`src/rtl/rr_mux8_arbiter_if.sv`:
```
// ---------------------------------------------------------------------------
// rr_mux8_arbiter_if
//
// Purpose:
//   Bundles the request/data inputs and grant/select/mux outputs of the
//   8-source round-robin mux arbiter into one interface.
//
// Signals:
//   req   [7:0]  request per source, bit i = source i
//   din   [7:0]  data bits, din[i] belongs to source i
//   lock         hold the current grant past its tenure limit
//                (only present when RR_MUX8_LOCK_EN is defined)
//   gnt   [7:0]  registered one-hot grant, zero when idle
//   sel   [2:0]  registered binary index of the granted source
//   valid        registered, high while a grant is active
//   z            din[sel] while valid, otherwise 0
//
// Modports:
//   master  requester side: drives req/din(/lock), observes the results
//   slave   arbiter side: consumes req/din(/lock), drives the results
//
// Configuration macro: RR_MUX8_LOCK_EN
// ---------------------------------------------------------------------------
interface rr_mux8_arbiter_if;

    logic [7:0] req;
    logic [7:0] din;
`ifdef RR_MUX8_LOCK_EN
    logic       lock;
`endif
    logic [7:0] gnt;
    logic [2:0] sel;
    logic       valid;
    logic       z;

`ifdef RR_MUX8_LOCK_EN
    modport master (
        output req,
        output din,
        output lock,
        input  gnt,
        input  sel,
        input  valid,
        input  z
    );

    modport slave (
        input  req,
        input  din,
        input  lock,
        output gnt,
        output sel,
        output valid,
        output z
    );
`else
    modport master (
        output req,
        output din,
        input  gnt,
        input  sel,
        input  valid,
        input  z
    );

    modport slave (
        input  req,
        input  din,
        output gnt,
        output sel,
        output valid,
        output z
    );
`endif

endinterface

```
`src/rtl/rr_mux8_arbiter.sv`:
```
// ---------------------------------------------------------------------------
// rr_mux8_arbiter
//
// Purpose:
//   Round-robin arbiter sharing an 8:1 one-bit mux among 8 requesters.
//   The winner's one-hot grant and binary select are registered, and the
//   selected data bit is driven out on z. A hold counter limits each
//   requester's tenure to MAX_HOLD consecutive cycles so that a source
//   that keeps requesting cannot starve the others.
//
// Parameters:
//   MAX_HOLD  maximum consecutive cycles one source keeps the grant (1..256)
//   HCW       hold counter width, derived from MAX_HOLD; leave at default
//
// Ports:
//   clk   single clock, rising edge
//   rst   asynchronous reset, active-high
//   bus   rr_mux8_arbiter_if.slave: req, din, (lock), gnt, sel, valid, z
//
// Configuration macro:
//   RR_MUX8_LOCK_EN  when defined, adds bus.lock; while a grant is active
//                    and lock is high, the tenure limit is not enforced
//                    (the hold counter saturates), but dropping the
//                    request still releases the grant.
// ---------------------------------------------------------------------------
module rr_mux8_arbiter #(
    parameter int unsigned MAX_HOLD = 4,
    parameter int unsigned HCW      = $clog2(MAX_HOLD) + 1
) (
    input  logic              clk,
    input  logic              rst,
    rr_mux8_arbiter_if.slave  bus
);

    typedef enum logic [0:0] {
        IDLE  = 1'b0,
        GRANT = 1'b1
    } state_t;

    localparam logic [HCW-1:0] HOLD_MAX = HCW'(MAX_HOLD);
    localparam logic [HCW-1:0] HOLD_ONE = HCW'(1);

    // Registered state
    state_t           state_q;
    logic [7:0]       gnt_q;
    logic [2:0]       sel_q;
    logic             valid_q;
    logic [2:0]       rr_ptr_q;
    logic [HCW-1:0]   hold_cnt_q;

    // Next-state values
    state_t           state_d;
    logic [7:0]       gnt_d;
    logic [2:0]       sel_d;
    logic             valid_d;
    logic [2:0]       rr_ptr_d;
    logic [HCW-1:0]   hold_cnt_d;

    // Arbitration results
    logic [2:0]       scan_start;
    logic [2:0]       cand;
    logic             pick_found;
    logic [2:0]       pick_idx;

    // Tenure decision for the current holder
    logic             hold_ok;
    logic             keep;

    // Round-robin scan. While idle the scan starts at the saved pointer;
    // while a grant is active it starts just past the current holder, so
    // a release or an expiry hands the grant on in the same edge and the
    // holder itself is only reached again after every other source has
    // been considered. The 3-bit index wraps 7->0 on its own.
    always_comb begin
        scan_start = (state_q == GRANT) ? (sel_q + 3'd1) : rr_ptr_q;
        pick_found = 1'b0;
        pick_idx   = 3'd0;
        cand       = 3'd0;
        for (int i = 0; i < 8; i++) begin
            cand = scan_start + 3'(i);
            if (!pick_found && bus.req[cand]) begin
                pick_found = 1'b1;
                pick_idx   = cand;
            end
        end
    end

    // The holder may keep the grant while it still requests and has
    // tenure left. With the lock option a held lock overrides the tenure
    // limit; the lock is only looked at while a grant is active because
    // the decision is only used in GRANT.
    always_comb begin
        hold_ok = (hold_cnt_q < HOLD_MAX);
`ifdef RR_MUX8_LOCK_EN
        hold_ok = hold_ok | bus.lock;
`endif
        keep = bus.req[sel_q] & hold_ok;
    end

    // Next-state and register-update logic. Everything holds by default;
    // a new grant always records the winner, points the round-robin
    // pointer just past it and restarts the tenure count at 1. When the
    // holder releases and nobody else asks, the arbiter drops to IDLE but
    // leaves sel on the last winner so an external mux stays steered.
    always_comb begin
        state_d    = state_q;
        gnt_d      = gnt_q;
        sel_d      = sel_q;
        valid_d    = valid_q;
        rr_ptr_d   = rr_ptr_q;
        hold_cnt_d = hold_cnt_q;

        case (state_q)
            IDLE: begin
                if (pick_found) begin
                    state_d    = GRANT;
                    gnt_d      = 8'd1 << pick_idx;
                    sel_d      = pick_idx;
                    valid_d    = 1'b1;
                    rr_ptr_d   = pick_idx + 3'd1;
                    hold_cnt_d = HOLD_ONE;
                end
            end

            GRANT: begin
                if (keep) begin
                    // Saturate so a locked holder never wraps the count
                    if (hold_cnt_q < HOLD_MAX) begin
                        hold_cnt_d = hold_cnt_q + HOLD_ONE;
                    end
                end else if (pick_found) begin
                    // Release with another requester, or expiry (the
                    // holder is still requesting, so a winner always
                    // exists and may be the holder itself)
                    gnt_d      = 8'd1 << pick_idx;
                    sel_d      = pick_idx;
                    valid_d    = 1'b1;
                    rr_ptr_d   = pick_idx + 3'd1;
                    hold_cnt_d = HOLD_ONE;
                end else begin
                    state_d    = IDLE;
                    gnt_d      = 8'd0;
                    valid_d    = 1'b0;
                    rr_ptr_d   = sel_q + 3'd1;
                    hold_cnt_d = '0;
                end
            end

            default: begin
                state_d    = IDLE;
                gnt_d      = 8'd0;
                sel_d      = 3'd0;
                valid_d    = 1'b0;
                rr_ptr_d   = 3'd0;
                hold_cnt_d = '0;
            end
        endcase
    end

    // State register. Reset clears the grant immediately and restarts
    // arbitration from source 0.
    always_ff @(posedge clk or posedge rst) begin
        if (rst) begin
            state_q    <= IDLE;
            gnt_q      <= 8'd0;
            sel_q      <= 3'd0;
            valid_q    <= 1'b0;
            rr_ptr_q   <= 3'd0;
            hold_cnt_q <= '0;
        end else begin
            state_q    <= state_d;
            gnt_q      <= gnt_d;
            sel_q      <= sel_d;
            valid_q    <= valid_d;
            rr_ptr_q   <= rr_ptr_d;
            hold_cnt_q <= hold_cnt_d;
        end
    end

    // Outputs. The mux bit is gated by valid so an idle arbiter drives 0
    // even though sel still points at the last winner.
    assign bus.gnt   = gnt_q;
    assign bus.sel   = sel_q;
    assign bus.valid = valid_q;
    assign bus.z     = valid_q ? bus.din[sel_q] : 1'b0;

endmodule

```
`src/flat_wrapper.sv`:
```
// flat-port wrapper written by rule: the top's interface ports become plain ports
module rr_mux8_arbiter_flat 
#(
    parameter int unsigned MAX_HOLD = 4,
    parameter int unsigned HCW      = $clog2(MAX_HOLD) + 1
)
  (clk, rst, bus_req, bus_din, bus_gnt, bus_sel, bus_valid, bus_z);
  rr_mux8_arbiter_if bus_i ();
  input  logic clk;
  input  logic rst;
  input wire logic [$bits(bus_i.req)-1:0] bus_req;
  input wire logic [$bits(bus_i.din)-1:0] bus_din;
  output wire logic [$bits(bus_i.gnt)-1:0] bus_gnt;
  output wire logic [$bits(bus_i.sel)-1:0] bus_sel;
  output wire logic [$bits(bus_i.valid)-1:0] bus_valid;
  output wire logic [$bits(bus_i.z)-1:0] bus_z;
  assign bus_i.req = bus_req;
  assign bus_i.din = bus_din;
  assign bus_gnt = bus_i.gnt;
  assign bus_sel = bus_i.sel;
  assign bus_valid = bus_i.valid;
  assign bus_z = bus_i.z;
  rr_mux8_arbiter #(.MAX_HOLD(MAX_HOLD), .HCW(HCW)) u_core (.clk(clk), .rst(rst), .bus(bus_i));
endmodule
```
`config.mk`:
```
export PLATFORM = sky130hd
export DESIGN_NAME = rr_mux8_arbiter_flat
export DESIGN_NICKNAME = d
export VERILOG_FILES = /design/src/rtl/rr_mux8_arbiter_if.sv /design/src/rtl/rr_mux8_arbiter.sv /design/src/flat_wrapper.sv
export SDC_FILE = /design/constraint.sdc
export NUM_CORES = 1
export LEC_CHECK = 0
export ABC_AREA = 1
export CAP_MARGIN = 15
export CELL_PAD_IN_SITES_DETAIL_PLACEMENT = 1
export CELL_PAD_IN_SITES_GLOBAL_PLACEMENT = 1
export CORE_UTILIZATION = 41
export DETAILED_ROUTE_END_ITERATION = 6
export PLACE_DENSITY = 0.87
export SKIP_LAST_GASP = 1
export SLEW_MARGIN = 40
export SYNTH_ARGS = -nofsm -noshare
export SYNTH_HDL_FRONTEND = slang
export SYNTH_SLANG_ARGS = --single-unit
```
`constraint.sdc`:
```
create_clock -name clk -period 5.6 [get_ports clk]
set_input_delay 0.84 -clock clk [delete_from_list [all_inputs] [get_ports clk]]
set_output_delay 0.84 -clock clk [all_outputs]
set_load 0.01 [all_outputs]
```
==> impl_metrics.toml <==
[run_status]
status = "finished, final reports clean"

[clocking]
htreeDepth = 1
cts_hold_repair.buffers = 0
clk_latency_ns = 0.26
clockRootBuffer = "clkbuf_8"
clk_pin_slew_worst_paths_ns = 0.07
cts_sinks = 19
cts.repair.resized = 0
cts_tree = "yes"
clockBufferDepth = 2
postCtsSetupRepairBufs = 0
cts_buffers = 3

[final_layout]
syn_to_final_growth_pct = 16.7
num_antenna_cells = 0
fin_nets = 391
seq_area_um2 = 475
drive_above_1_share_pct = 10.5
fill_cells = 670
final_common_cell = "nand2_1"
multi_input_area_mm2 = 0.00140
layout_common_cells = "nand2_1 (127), nand3_1 (48), inv_1 (38)"

[synth]
synth_top_family_by_area = "simple AND/OR/NAND/NOR gates"
synth.area.mux_share_pct = 0
synthesis.nets = 363
syn_avg_cell_area_um2 = 6.34
seq_area_frac_synth_pct = 22.4
synth_edf_count = 0
synth-compound-area-share_pct = 8.01
synth-simple-area-share_pct = 52.1
netlist_instances = 335
synth_xor_area_share_pct = 0
yosys_register_bits = 19
synth_ff_type = "dfrtp_1"
async_flop_share_pct = 100
syn-cell-area_mm2 = 0.00212
ys_warn_count = 0
ys_types = 31
synth-adder-area-share_pct = 5.89

[sta]
slew_headroom_pct = 54.5
finalMaxSlewViolations = 0
worst_slew_pin_slew_ns = 0.678
period_minus_slack_ns = 3.83
fin_tns_setup_ns = 0
rsz0062_at_grt = "no"
period_share_pct = 68.4
final-hold-violation-count = 0
finalSetupViolations = 0
skew_ns = 0.00462
fmax_mhz = 261

[detailed_routing]
wl_per_cell_um = 14.9
wl_um = 6390
drtPass1Iterations = 4
route.vias.total = 2250
via_per_inst = 5.24
drc = 0
antenna_left = 0
drtIter0Drc = 70

[worst_setup_path]
crit_type = "reg -> reg"
crit_path_top_delay_cell = "dfrtp_1"
start_kind = "register"
reg2reg_slack_ns = 1.77
critPathMaxStageDelay_ns = 0.55
worstSetupEndpointType = "register"
cp.arrival_ns = 4.03
critPathRequiredTime_ns = 5.80
worst_path_most_repeated_cell = "nand2_1"
crit_fanout = 14
crit_chain = "ha_1 > inv_1 > nand2_1 > nand2_2 > ha_1 > inv_1 > nand3_1 > nand2_1 > nand2_1 > nand2_2 > nor2_8 > nand4_4 > nor2_8 > nand3_1 > nand3_1 > nand2_1 > inv_1 > ha_1 > ha_1 > nand2_1 > nand3_1 > nand2_1"

[placement]
globalplace.congestion = 0.830
io_buffers = 30
hpwl_um = 5230

[hold_path]
hold_path_class = "reg -> reg"

[die]
initial_core_util_pct = 43.8
row_count = 25
ios = 31
die_width_um = 74.0
die_y_um = 74.0
die-area_mm2 = 0.00547
core_mm2 = 0.00485

[global_routing]
grt_pass1_wl_um = 11100
grt_max_degree = 20
grt_usage_pct = 26.2
overflow = 0
antenna_found_initial = 0
grt_pass1_vias = 2440

[run]
drv_cap = 0
[cell families after synthesis]
group / count (synthesis)
buffers and inverters: 51
flip-flops: 19
AO/OA/AOI/OAI: 31
adder cells (fa/ha/maj): 10
AND/OR/NAND/NOR: 224
[per-stage QoR]
step	worst slack, ns	hold slack (ns)	area (um^2)	util [%]	cells
floorplan	2.37	0.471	2120	-	335
global placement	2.05	0.460	2430	50.2	425
detailed placement	1.82	0.461	2430	50.2	425
CTS	1.79	0.491	2480	51.1	429
global route	1.40	0.502	2480	51.1	429
finish	1.77	0.479	2480	51.1	429
[cells in the mapped netlist, types with 3 or more instances]
library cell	n	share of area, %
buf_6	5	2.7
o21ai_1	4	0.94
nand2_1	127	22
ha_1	10	5.9
inv_1	39	6.9
nand2_2	10	2.9
o21ai_0	13	3.1
nand4_1	5	1.5
nand3_1	48	11
nor2_1	13	2.3
nand3_2	7	3.3
dfrtp_1	19	22
a21oi_1	7	1.6
inv_2	3	0.53
nand2_4	7	3.7
[flip-flops by register name, indices dropped and copies added (netlist names)]
signal             flops
u_core.bus.sel         3
u_core.bus.gnt         8
u_core.bus.valid       1
u_core.state_q         1
u_core.hold_cnt_q      3
u_core.rr_ptr_q        3
[final timing paths]
path                                        start              endpoint  depth (start not counted)
worst min-delay path            u_core.bus.gnt[6]     u_core.bus.gnt[6]                          2
worst max-delay path            u_core.bus.sel[0]    u_core.rr_ptr_q[2]                         22
worst max register to register  u_core.bus.sel[0]    u_core.rr_ptr_q[2]                         22
worst min register to register  u_core.bus.gnt[6]     u_core.bus.gnt[6]                          2
max in group asynchronous                     rst     u_core.bus.gnt[0]                          2
min in group asynchronous                     rst  u_core.hold_cnt_q[0]                          2
[metal layers]
layer	GRT usage, %	part of all wire (%)	up-vias
li1	-	-	1129
met1	31.8	45	1088
met2	50.2	52	28
met3	1.90	2.3	5
met4	5.77	0.66	0
met5	0	0	-
[layout make-up]
cell class / count / area share (%)
Clock buffer: 4 / 1.82
Sequential cell: 19 / 19.2
Multi-Input combinational cell: 265 / 56.6
Timing Repair Buffer: 30 / 12.1
Tap cell: 67 / 3.38
Inverter: 44 / 6.92
[critical path: cells and delay by family, from the launching register on]
family / cells / cell delay [ns]
flip-flops: 1 / 0.55
AND/OR/NAND/NOR: 15 / 1.70
adder cells (fa/ha/maj): 4 / 1.23
buffers and inverters: 3 / 0.26
Power is left out: the tool's default activity adds up to more than one toggle a clock period on the data nets, which glitch-free logic cannot reach.
